$ cat src/rtl/scc_run_pkg.sv
// Shared types for the core run controller: FSM encoding and exit status codes.
package scc_run_pkg;

  typedef enum logic [2:0] {
    S_IDLE  = 3'd0,
    S_RESET = 3'd1,
    S_RUN   = 3'd2,
    S_DONE  = 3'd3
  } run_state_e;

  localparam logic [1:0] ST_NONE = 2'b00;
  localparam logic [1:0] ST_HALT = 2'b01;
  localparam logic [1:0] ST_ERR  = 2'b10;
  localparam logic [1:0] ST_TMO  = 2'b11;

  // Error outranks halt, halt outranks timeout when they land together.
  function automatic logic [1:0] exit_status(input logic err, input logic halt, input logic tmo);
    if (err)       return ST_ERR;
    else if (halt) return ST_HALT;
    else if (tmo)  return ST_TMO;
    else           return ST_NONE;
  endfunction

endpackage

$ cat src/rtl/scc_run_counter.sv
// Loadable down-counter for fixed-length phases plus a saturating up-counter
// with clear/enable; up_nxt exposes the post-update value for compare logic.
module scc_run_counter #(
  parameter int DN_W = 2,
  parameter int UP_W = 16
) (
  input  logic            clk,
  input  logic            rst,
  input  logic            dn_load,
  input  logic [DN_W-1:0] dn_val,
  input  logic            dn_en,
  output logic            dn_zero,
  input  logic            up_clr,
  input  logic            up_en,
  output logic [UP_W-1:0] up_cnt,
  output logic [UP_W-1:0] up_nxt
);

  logic [DN_W-1:0] dn_cnt_q, dn_cnt_d;
  logic [UP_W-1:0] up_cnt_q;

  assign dn_zero = (dn_cnt_q == '0);
  assign up_cnt  = up_cnt_q;

  always_comb begin
    dn_cnt_d = dn_cnt_q;
    if (dn_load)               dn_cnt_d = dn_val;
    else if (dn_en && !dn_zero) dn_cnt_d = dn_cnt_q - 1'b1;
  end

  always_comb begin
    up_nxt = up_cnt_q;
    if (up_clr)                          up_nxt = '0;
    else if (up_en && (up_cnt_q != '1))  up_nxt = up_cnt_q + 1'b1;
  end

  always_ff @(posedge clk) begin
    if (!rst) begin
      dn_cnt_q <= '0;
      up_cnt_q <= '0;
    end else begin
      dn_cnt_q <= dn_cnt_d;
      up_cnt_q <= up_nxt;
    end
  end

endmodule

$ cat src/rtl/scc_run_ctrl.sv
// Run controller: sequences core reset, gates core clock (free-run or single-step)
// and ends the run on halt, error or cycle-budget timeout with sticky status.
module scc_run_ctrl
  import scc_run_pkg::*;
#(
  parameter int NUM_CORES  = 1,
  parameter int RST_CYCLES = 3,
  parameter int MAX_CYCLES = 30,
  parameter int CNT_W      = 16
) (
  input  logic                   clk,
  input  logic                   rst,
  input  logic                   start,
  input  logic                   abort,
  input  logic                   step_mode,
  input  logic                   step_req,
  input  logic [NUM_CORES-1:0]   halt_f,
  input  logic [2*NUM_CORES-1:0] err_bits,
  output logic                   core_rst,
  output logic                   core_clk_en,
  output logic                   done,
  output logic [1:0]             status,
  output logic [2*NUM_CORES-1:0] err_latched,
  output logic [CNT_W-1:0]       cycle_count,
  output logic [2:0]             state
);

  localparam int               RW       = (RST_CYCLES > 1) ? $clog2(RST_CYCLES) : 1;
  localparam logic [RW-1:0]    RST_LOAD = RW'(RST_CYCLES - 1);
  localparam logic [CNT_W-1:0] MAX_CNT  = CNT_W'(MAX_CYCLES);
  localparam logic             TMO_EN   = (MAX_CYCLES != 0);

  run_state_e               state_q, state_d;
  logic                     core_rst_q, core_rst_d;
  logic                     clk_en_q, clk_en_d;
  logic                     done_q, done_d;
  logic [1:0]               status_q, status_d;
  logic [2*NUM_CORES-1:0]   err_lat_q, err_lat_d;
  logic [NUM_CORES-1:0]     halt_q;
  logic [2*NUM_CORES-1:0]   err_q;

  logic             go_reset, dn_zero, cnt_en, cnt_clr;
  logic             ex_halt, ex_err, ex_tmo;
  logic [CNT_W-1:0] cnt_nxt;

  assign go_reset = start && !abort && ((state_q == S_IDLE) || (state_q == S_DONE));
  assign cnt_en   = (state_q == S_RUN) && clk_en_q;
  assign cnt_clr  = abort || go_reset;

  // Exit decisions use the once-registered core flags and the post-increment count.
  assign ex_halt = &halt_q;
  assign ex_err  = |err_q;
  assign ex_tmo  = TMO_EN && (cnt_nxt == MAX_CNT);

  scc_run_counter #(
    .DN_W (RW),
    .UP_W (CNT_W)
  ) u_cnt (
    .clk     (clk),
    .rst     (rst),
    .dn_load (go_reset),
    .dn_val  (RST_LOAD),
    .dn_en   (state_q == S_RESET),
    .dn_zero (dn_zero),
    .up_clr  (cnt_clr),
    .up_en   (cnt_en),
    .up_cnt  (cycle_count),
    .up_nxt  (cnt_nxt)
  );

  always_comb begin
    state_d    = state_q;
    core_rst_d = core_rst_q;
    clk_en_d   = clk_en_q;
    done_d     = done_q;
    status_d   = status_q;
    err_lat_d  = err_lat_q;

    case (state_q)
      S_IDLE, S_DONE: begin
        if (start) begin
          state_d    = S_RESET;
          core_rst_d = 1'b1;
          clk_en_d   = 1'b1;
          done_d     = 1'b0;
          status_d   = ST_NONE;
          err_lat_d  = '0;
        end
      end
      S_RESET: begin
        if (dn_zero) begin
          state_d    = S_RUN;
          core_rst_d = 1'b0;
          clk_en_d   = step_mode ? step_req : 1'b1;
        end
      end
      S_RUN: begin
        if (ex_err || ex_halt || ex_tmo) begin
          state_d   = S_DONE;
          clk_en_d  = 1'b0;
          done_d    = 1'b1;
          status_d  = exit_status(ex_err, ex_halt, ex_tmo);
          err_lat_d = err_q;
        end else begin
          clk_en_d  = step_mode ? step_req : 1'b1;
        end
      end
      default: begin
        state_d    = S_IDLE;
        core_rst_d = 1'b1;
        clk_en_d   = 1'b0;
      end
    endcase

    if (abort) begin
      state_d    = S_IDLE;
      core_rst_d = 1'b1;
      clk_en_d   = 1'b0;
      done_d     = 1'b0;
      status_d   = ST_NONE;
      err_lat_d  = '0;
    end
  end

  always_ff @(posedge clk) begin
    if (!rst) begin
      state_q    <= S_IDLE;
      core_rst_q <= 1'b1;
      clk_en_q   <= 1'b0;
      done_q     <= 1'b0;
      status_q   <= ST_NONE;
      err_lat_q  <= '0;
      halt_q     <= '0;
      err_q      <= '0;
    end else begin
      state_q    <= state_d;
      core_rst_q <= core_rst_d;
      clk_en_q   <= clk_en_d;
      done_q     <= done_d;
      status_q   <= status_d;
      err_lat_q  <= err_lat_d;
      halt_q     <= halt_f;
      err_q      <= err_bits;
    end
  end

  assign core_rst    = core_rst_q;
  assign core_clk_en = clk_en_q;
  assign done        = done_q;
  assign status      = status_q;
  assign err_latched = err_lat_q;
  assign state       = state_q;

endmodule

$ cat config.mk
export PLATFORM = sky130hd
export DESIGN_NAME = scc_run_ctrl
export DESIGN_NICKNAME = d
export VERILOG_FILES = /design/src/rtl/scc_run_pkg.sv /design/src/rtl/scc_run_counter.sv /design/src/rtl/scc_run_ctrl.sv
export SDC_FILE = /design/constraint.sdc
export NUM_CORES = 1
export LEC_CHECK = 0
export CAP_MARGIN = 25
export CORE_UTILIZATION = 46
export DETAILED_ROUTE_END_ITERATION = 12
export HOLD_SLACK_MARGIN = 0.05
export MAX_ROUTING_LAYER = met4
export PLACE_DENSITY = 0.76
export RECOVER_POWER = 25
export SETUP_SLACK_MARGIN = 0.02
export SKIP_CTS_REPAIR_TIMING = 1
export SYNTH_ARGS = -nofsm -noshare
export SYNTH_HDL_FRONTEND = slang
export SYNTH_SLANG_ARGS = --single-unit
$ cat constraint.sdc
create_clock -name clk -period 3 [get_ports clk]
set_clock_uncertainty 0.05 [all_clocks]
set_input_delay 0.6 -clock clk [delete_from_list [all_inputs] [get_ports clk]]
set_output_delay 0.6 -clock clk [all_outputs]
set_load 0.02 [all_outputs]
==> flow_summary.ini, run 1 <==
[cts]
worst_case_clock_buffer_depth = 2
clock_latency_on_the_worst_skew_pair_ns = 0.33
cts_tree = built
cts_inserted_buffers = 5
root_buffer = clkbuf_4
cts_htree_levels = 2
clk_transition_reported_paths_ns = 0.09
clock_sink_count = 30

[die]
die-width_um = 62.3
die_h_um = 62.3
initial_utilization_pct = 49.0
row_count = 21
die_area_um2 = 3880
num_io_pins = 35
core-area_um2 = 3420

[synth]
mappedNetlistArea_um2 = 1670
synthesis.yosys.warnings = 0
async_set_or_reset_register_ratio_after_synthesis_pct = 0
ys_seq_elements = 30
synth_sequential_area_ratio_pct = 35.9
post_synthesis_average_cell_area_um2 = 8.37
leading_register_cell_type_out_of_synthesis = dfxtp_1
post_synth_inst_count = 200
number_of_flops_mapped_to_enable_cells_by_yosys = 0
count_of_unique_library_cells_instantiated_by_yosys = 53
post_synthesis_net_count = 214

[cells_and_area]
final_common_cell = clkdlybuf4s50_1
n_antenna_cell = 0
multiInputGateArea_um2 = 1050
design.final.nets = 259
register_area_um2 = 602
layout_common_cells = clkdlybuf4s50_1, dfxtp_1, nor2_1
fill_cells = 321
finalCoreUtilization_pct = 64.3
area_growth_syn_to_layout_pct = 31.2
drive_gt1_share_pct = 15.1

[sta]
fraction_of_the_cycle_the_final_worst_path_needs_pct = 96.0
worst_slew_pin_slew_ns = 0.662
max_slew_margin_pct = 55.5
setup-violations-final = 0
worst_slack_ns = 0.120
period_needed_ns = 2.88
rsz0062_at_grt = true
finalHoldWorstSlack_ns = 0.415
drv_slew = 0
timing.fmax_mhz = 347
setup_tns_ns = 0
final_hold_viol_count = 0

[global_route]
grt_overflow_total = 0
grt_pass1_wl_mm = 6.70
number_of_global_route_vias_before_repair = 1439
total_track_usage_pct = 22.1
largest_net_degree_at_the_start_of_global_routing = 16
grt_antenna_before_repair = 0

[pwr]
p_leak_nw = 0.762
power_density_nw_per_um2 = 333
ir_worst_vdd_mv = 0.241

[run_status]
run_status = finished, final reports clean

[drt]
drc_errors = 0
post_drt_wl_per_cell_um = 14.1
detailed_routing_iterations_pass_1 = 4
routed_wl_mm = 4.11
detail_route.iter0.violations = 126
vias = 1625
routed_via_density = 5.58
drtAntennaViolNets = 0

[worst_setup_path]
crit_path_start_kind = register
worstSetupEndpointType = register
worst_ep_required_time_ns = 3.16
path_class = register to register
critical_path_arrival_ns = 3.04
worst_setup_sp = state[0]
cp_max_fo = 4
r2r_start = state[0]

[place]
buffer_ports.inserted = 33
gpl.final_weighted_congestion = 0.938
dp_hpwl_mm = 3.07
pre_cts_ws_ns = -0.110

[hold_path]
hold_class = register to register
timing.hold.worst.start = done

[run]
timing.max_cap.violations = 0
Yosys cell counts, drive strengths merged, types with 4 or more instances:
cell,count,share of area (%)
nor4,5,2.8
nand4,4,2.2
and2,4,1.5
nor2,28,6.3
clkbuf,5,1.2
nand2,18,4.0
nor3,7,2.1
inv,8,1.8
nand2b,4,1.5
o21ai,6,2.5
xnor2,8,4.2
and3,4,1.5
a21oi,12,3.8
ha,5,3.7
a211oi,4,1.8
dfxtp,30,36
final cells by class:
type | count | area share [%]
Tap cell | 46 | 2.62
Clock buffer | 7 | 2.05
Timing Repair Buffer | 45 | 19.0
Multi-Input combinational cell | 155 | 47.6
Inverter | 8 | 1.37
Sequential cell | 30 | 27.4
critical path, cell delays in order, from the launching register on:
cell and delay [ns]:
dfxtp_1 0.31, inv_1 0.06, ha_2 0.22, nand2_2 0.09, or2_0 0.27, o31ai_2 0.31
or4b_1 0.45, or4_4 0.46, o21ai_4 0.17, buf_4 0.14, and3_1 0.18, nor3_2 0.04
kinds of logic (layout without fill, tap and decap cells):
group	after synthesis	after routing	synth area share, %
fa+ha+maj	5	5	3.74
other cells	1	1	0.224
compound gates	43	43	18.8
flops	30	30	35.9
mux	4	4	2.47
buf+inv	15	60	3.74
simple gates	93	93	30.4
xor+xnor	9	9	4.71
per-stage QoR:
| stage | instances | total power, W | instance area [um2] |
|---|---|---|---|
| after floorplan | 200 | 0.000480 | 1680 |
| after global placement | 283 | 0.000518 | 2110 |
| after detailed placement | 283 | 0.000520 | 2110 |
| after CTS | 290 | 0.000736 | 2160 |
| after global routing | 291 | 0.000766 | 2200 |
| final | 291 | 0.000731 | 2200 |
routing by layer:
metal	routed length (um)	vias up	GRT usage, %
li1	-	815	-
met2	1830	54	33.0
met4	53	0	6.98
met5	0	-	-
met3	229	7	4.60
met1	1990	749	29.9
power breakdown:
group          internal, W  switching [W]
clock network    0.0000882       0.000131
registers         0.000407     0.00000751
logic            0.0000429      0.0000552
total             0.000538       0.000193
registers in the layout (all words and copies together) (netlist names):
register / cells
err_latched: 2
err_q: 2
state: 2
core_clk_en: 1
u_cnt.dn_cnt_q: 2
done: 1
core_rst: 1
status: 2
u_cnt.up_cnt: 16
ex_halt: 1
worst paths after layout:
check / slack [ns] / cells past startpoint / endpoint
worst max-delay path: 0.12 / 11 / state[0]
worst min-delay path: 0.42 / 2 / done
worst max register to register: 0.12 / 11 / state[0]
worst min register to register: 0.42 / 2 / done
(Power assumes the default switching activity.)
==> run 2: changes to the inputs <==
--- a/config.mk
+++ b/config.mk
@@ -5,8 +5,9 @@
 export SDC_FILE = /design/constraint.sdc
 export NUM_CORES = 1
 export LEC_CHECK = 0
+export ABC_AREA = 1
 export CAP_MARGIN = 25
-export CORE_UTILIZATION = 46
+export CORE_UTILIZATION = 47
 export DETAILED_ROUTE_END_ITERATION = 12
 export HOLD_SLACK_MARGIN = 0.05
 export MAX_ROUTING_LAYER = met4
==> run 2 against run 1 <==
Net effect: non-clock buffer count decreased by 10; clock power increased by 94%; routed wire length increased by 5.6%; maximum frequency increased by 14%; critical path depth increased by 6; worst hold slack improved by 0.0011 ns; combinational power decreased by 19%; register-to-register slack improved by 0.36 ns; utilization decreased by 0.62 points; synthesized cell count increased by 56%; highest routed layer unchanged.
==> flow_summary.ini, run 2 <==
[cts]
clock_latency_on_the_worst_skew_pair_ns = 0.29
worst_case_clock_buffer_depth = 2
clk_transition_reported_paths_ns = 0.06
cts_tree = built
cts_inserted_buffers = 5
root_buffer = clkbuf_8
clock_sink_count = 30
cts_htree_levels = 2

[synth]
synth_sequential_area_ratio_pct = 31.2
async_set_or_reset_register_ratio_after_synthesis_pct = 0
synth_most_common_cell = nand2_1
number_of_flops_mapped_to_enable_cells_by_yosys = 0
leading_register_cell_type_out_of_synthesis = dfxtp_1
synth_top_area_share_pct = 31.2
post_synthesis_net_count = 326
synthTopCellsByCount = nand2_1, nor2_1, inv_1
count_of_unique_library_cells_instantiated_by_yosys = 33
post_synth_inst_count = 312
synthesis.yosys.warnings = 0
post_synthesis_average_cell_area_um2 = 6.17
synth_top_cells_by_area = dfxtp_1, nand2_1, nor2_1
post-synth-top-area-cell = dfxtp_1
mappedNetlistArea_um2 = 1930
ys_seq_elements = 30

[sta]
fraction_of_the_cycle_the_final_worst_path_needs_pct = 84.1
rsz0062_at_grt = false
setup_tns_ns = 0
worst_slew_pin_slew_ns = 0.901
drv_slew = 0
setup-violations-final = 0
period_needed_ns = 2.52
max_slew_margin_pct = 40.0
final_hold_viol_count = 0
timing.fmax_mhz = 396

[hold_path]
worstHoldEndpoint = err_latched[1]
timing.hold.worst.start = err_latched[1]
holdPathStages = 2
hold_class = register to register

[run_status]
run_status = finished, final reports clean

[worst_setup_path]
reg2reg_setup_slack_ns = 0.48
r2r_start = state[0]
critical_path_arrival_ns = 2.66
worstSetupEndpointType = register
worst_ep_required_time_ns = 3.13
r2r_cells = 17
crit_path_start_kind = register
path_class = register to register
cp_max_fo = 7
timing.rr.end = core_clk_en

[global_route]
number_of_global_route_vias_before_repair = 1711
total_track_usage_pct = 23.1
groute.layer.met2.usage_pct = 36.6
grt_overflow_total = 0
grtUsageMet3_pct = 5.17
grt_pass1_wl_mm = 7.43
grt-busiest-layer = met2
largest_net_degree_at_the_start_of_global_routing = 24
use_met1_pct = 29.4
grt_antenna_before_repair = 0

[pwr]
sequentialPowerShare_pct = 44.8
power_density_nw_per_um2 = 378
p_leak_nw = 1.03
ir_worst_vdd_mv = 0.301
comb_power_share_pct = 8.7
power.switching_fraction_pct = 23.2
p_sw_w = 0.000212
p_total_w = 0.000915
power.share.clock_pct = 46.5
cellInternalPower_w = 0.000703

[drt]
detailed_routing_iterations_pass_1 = 4
detail_route.iter0.violations = 165
drc_errors = 0
drtAntennaViolNets = 0
routed_via_density = 4.76
vias = 1889
routed_wl_mm = 4.34
post_drt_wl_per_cell_um = 10.9

[cells_and_area]
multiInputGateArea_um2 = 1090
drive_gt1_share_pct = 9.17
n_antenna_cell = 0
final_common_cell = nand2_1
flip_flop_count_of_the_largest_register_all_copies_and_words_added = 16
design.final.nets = 363
fill_cells = 380
finalCoreUtilization_pct = 63.7
layout_common_cells = nand2_1, nor2_1, inv_1
area_growth_syn_to_layout_pct = 25.7
register_area_um2 = 601

[die]
row_count = 22
die-width_um = 66.0
initial_utilization_pct = 50.7
core-area_um2 = 3800
die_area_um2 = 4360
num_io_pins = 35
die_h_um = 66.0

[place]
dp_hpwl_mm = 3.34
gpl.final_weighted_congestion = 0.876
buffer_ports.inserted = 33

[run]
timing.max_cap.violations = 0
## run 2: changes by cell type after synthesis, sizes merged, moves of 4 or more
cell / before / now
clkbuf: 5 / 1
nand2: 18 / 79
a211oi: 4 / 0
and2: 4 / 0
nand3: 3 / 32
nor4: 5 / 1
and3: 4 / 0
nand2b: 4 / 0
nor3: 7 / 3
o21bai: 0 / 4
nor2: 28 / 72
xnor2: 8 / 1
inv: 8 / 52
## run 2: critical path: stages, from the launching register on
cell	delay, ns
dfxtp_1	0.34
inv_1	0.09
ha_1	0.31
nand2_2	0.13
clkinv_2	0.14
nand3_2	0.13
nor2_1	0.17
nand3_1	0.12
nand2_1	0.08
nor2_1	0.04
nor2_1	0.08
nand2_1	0.08
nor2_1	0.10
nand2_1	0.11
a21oi_1	0.19
nand2_1	0.09
o21ai_1	0.13
inv_1	0.04
## run 2: area by class of cell
| class | count | share of cell area, % |
|---|---|---|
| multi-input cells | 223 | 45.0 |
| flip-flops and latches | 30 | 24.8 |
| repair buffers | 35 | 14.6 |
| inverters | 54 | 8.43 |
| clock buffers | 6 | 3.41 |
| well taps | 48 | 2.48 |
| clock inverters | 1 | 1.24 |
## run 2: power by group through the flow
| stage | clock (W) | combinational [W] | sequential, W |
|---|---|---|---|
| after floorplan | 0 | 0.0000455 | 0.000421 |
| after detailed placement | 0 | 0.0000808 | 0.000419 |
| after global placement | 0 | 0.0000797 | 0.000419 |
| after CTS | 0.000434 | 0.0000810 | 0.000410 |
| after global routing | 0.000452 | 0.0000898 | 0.000411 |
| final | 0.000425 | 0.0000799 | 0.000410 |
## run 2: worst max path at each step
| stage | startpoint | end | depth (start not counted) |
|---|---|---|---|
| 6_report | state[0] | core_clk_en | 17 |
| 5_1_grt | state[0] | core_clk_en | 17 |
| 4_1_cts | state[0] | core_clk_en | 17 |
| 3_5_place_dp | abort | core_clk_en | 15 |
| 3_3_place_gp | abort | core_clk_en | 15 |
| 2_1_floorplan | state[0] | core_clk_en | 15 |
## run 2: per-layer routing
layer | up-vias | routed length, um
met5 | - | 0
met3 | 5 | 187
met4 | 0 | 42
met2 | 44 | 2020
met1 | 810 | 2090
li1 | 1030 | -
## run 2: kinds of logic after synthesis
kind of cell	after synthesis	share of synthesized area [%]
xor gates and xnor gates	2	0.910
and+or+nand+nor	192	45.1
other	1	0.195
DFF	30	31.2
AOI/OAI and AO/OA	23	7.08
adders and majority gates	5	3.25
buffers and inverters	59	12.3
## run 2: metrics by stage
stage / cell area (um2) / instances / worst slack (ns) / hold slack [ns]
after floorplan: 1930 / 312 / 0.577 / 0.417
after global placement: 2310 / 390 / 0.310 / 0.405
after detailed placement: 2310 / 390 / 0.264 / 0.409
after CTS: 2420 / 397 / 0.491 / 0.419
after global routing: 2420 / 397 / 0.131 / 0.434
final: 2420 / 397 / 0.476 / 0.416
==> run 3: changes to the inputs <==
==> constraint.sdc (replaced) <==
create_clock -name clk -period 2.07 [get_ports clk]
set_clock_uncertainty 0.05 [all_clocks]
set_input_delay 0.414 -clock clk [delete_from_list [all_inputs] [get_ports clk]]
set_output_delay 0.414 -clock clk [all_outputs]
set_load 0.02 [all_outputs]
==> run 3 against run 2 <==
Net effect: the run now ends with negative setup slack left; maximum frequency up 8.9%; combinational power increased by 74%; non-clock buffer count up 47; register-to-register slack worse by 0.72 ns; die area stayed put; flip-flop and latch count is the same; worst hold slack better by 0.0047 ns; global-route usage is 2.7 points higher; routed wire length increased by 30%; utilization increased by 15 points; final area increased by 24%; largest cell class unchanged; largest power group unchanged.
==> flow_summary.ini, run 3 (same netlist as run 2, synthesis figures left out) <==
[run_status]
run_status = finished, violations left
failed_checks = negative setup slack

[cells_and_area]
layout_common_cells = nand2_1, nor2_1, inv_1
final_common_cell = nand2_1
area_growth_syn_to_layout_pct = 55.8
layout.cell_area.non_filler_um2 = 3000
finalCoreUtilization_pct = 79.0
drive_gt1_share_pct = 30.4
design.final.nets = 411
flip_flop_count_of_the_largest_register_all_copies_and_words_added = 16
n_antenna_cell = 0

[worst_setup_path]
crit_path_start_kind = register
cp_max_fo = 7
cp_cell_sequence = ha_4 > nand2_4 > nor2_4 > nand4_4 > buf_6 > nand2_1 > nand2_1 > nand3_1 > nand2_1 > inv_1 > nand2_1 > nor2_1 > nand2_2 > nand2_4 > nand2_1 > nand2_1 > a21oi_1
critical_path_arrival_ns = 2.44
r2r_cells = 17
reg2reg_setup_slack_ns = -0.25
worstSetupEndpointType = register
r2r_start = u_cnt.up_cnt[1]
worst_ep_required_time_ns = 2.19
path_class = register to register
cp_slowest_stage_delay_ns = 0.36
worst_path_max_delay_cell = dfxtp_4
worst_path_most_repeated_cell = nand2_1
timing.rr.end = done
worst_path_dominant_cell_family = simple AND/OR/NAND/NOR gates
critPathBufInv = 2

[hold_path]
timing.hold.worst.start = err_latched[1]
hold_class = register to register
holdPathStages = 2
worstHoldEndpoint = err_latched[1]

[place]
dp_hpwl_mm = 3.86
gpl.final_weighted_congestion = 0.925
dpl-instance-area_um2 = 2740
buffer_ports.inserted = 33

[sta]
max_slew_margin_pct = 65.4
setup_tns_ns = -1.40
drv_slew = 0
fraction_of_the_cycle_the_final_worst_path_needs_pct = 112
timing.fmax_mhz = 431
setup-violations-final = 8
final_hold_viol_count = 0
period_needed_ns = 2.32
worst_slew_pin_slew_ns = 0.518
worst_slack_ns = -0.248
rsz0062_at_grt = true

[cts]
clk_transition_reported_paths_ns = 0.07
root_buffer = clkbuf_8
cts_tree = built
clock_sink_count = 30
worst_case_clock_buffer_depth = 2
cts_htree_levels = 2
clock_latency_on_the_worst_skew_pair_ns = 0.30
cts_inserted_buffers = 5

[pwr]
p_leak_nw = 1.34
ir_worst_vdd_mv = 0.433
power_density_nw_per_um2 = 497

[drt]
met3_wire_len_um = 342
drc_errors = 0
detail_route.iter0.violations = 151
routed_wl_mm = 5.64
met1_length_mm = 2.43
vias = 2260
top_layer = met4
drtAntennaViolNets = 0
post_drt_wl_per_cell_um = 12.6
met2RoutedLength_mm = 2.77
detailed_routing_iterations_pass_1 = 5
routed_via_density = 5.07

[die]
die-width_um = 66.0
row_count = 22
die_h_um = 66.0
num_io_pins = 35
die_area_um2 = 4360
core-area_um2 = 3800
initial_utilization_pct = 50.7

[global_route]
grt_pass1_wl_mm = 8.22
grt_antenna_before_repair = 0
number_of_global_route_vias_before_repair = 1945
total_track_usage_pct = 25.8
grt_overflow_total = 0
largest_net_degree_at_the_start_of_global_routing = 24

[run]
timing.max_cap.violations = 0
==> run 3: cell count changes in the layout (fill, tap and decap cells not counted), moves of 5 or more <==
cell     delta
dfxtp_2    +10
dfxtp_1    -13
nand3_2     +5
nor2_1     -11
buf_4      +44
nand3_1     -7
nor2_2      +8
==> run 3: routing by layer <==
layer  global-route usage (%)  up-vias
li1                         -     1132
met1                     31.2     1014
met2                     41.7       98
met3                     7.24       16
met4                     7.71        0
met5                        -        -
==> run 3: cell type report <==
class / instances / area, um2
Inverter: 54 / 210
Multi-Input combinational cell: 224 / 1250
Fill cell: 279 / 800
Clock inverter: 2 / 60.1
Sequential cell: 30 / 624
Tap cell: 48 / 60.1
Timing Repair Buffer: 82 / 712
Clock buffer: 6 / 82.6
==> run 3: worst max path at each step <==
stage | cells after the start | end | start
final | 17 | done | u_cnt.up_cnt[1]
after global routing | 16 | done | u_cnt.up_cnt[0]
after CTS | 16 | core_clk_en | u_cnt.up_cnt[1]
after detailed placement | 15 | core_clk_en | abort
after global placement | 17 | status[1] | abort
after floorplan | 17 | core_clk_en | u_cnt.up_cnt[1]
==> run 3: through the flow <==
step / hold slack [ns] / total power [W] / worst slack (ns) / cells
5_1_grt: 0.437 / 0.00154 / -0.435 / 446
4_1_cts: 0.419 / 0.00149 / -0.162 / 443
3_5_place_dp: 0.410 / 0.000739 / -0.364 / 435
6_report: 0.421 / 0.00149 / -0.248 / 446
3_3_place_gp: 0.404 / 0.000736 / -0.317 / 435
2_1_floorplan: 0.417 / 0.000685 / 0.0157 / 312
==> run 3: tightest hold or removal path, cell delays in order, from the launching register on <==
cell,delay [ns]
dfxtp_1,0.31
nand2_1,0.06
a21oi_1,0.06
==> run 3: where the power goes <==
group	total (W)	internal, W	switching, W
registers	0.000590	0.000584	0.00000578
logic	0.000139	0.0000589	0.0000803
clock network	0.000762	0.000514	0.000249
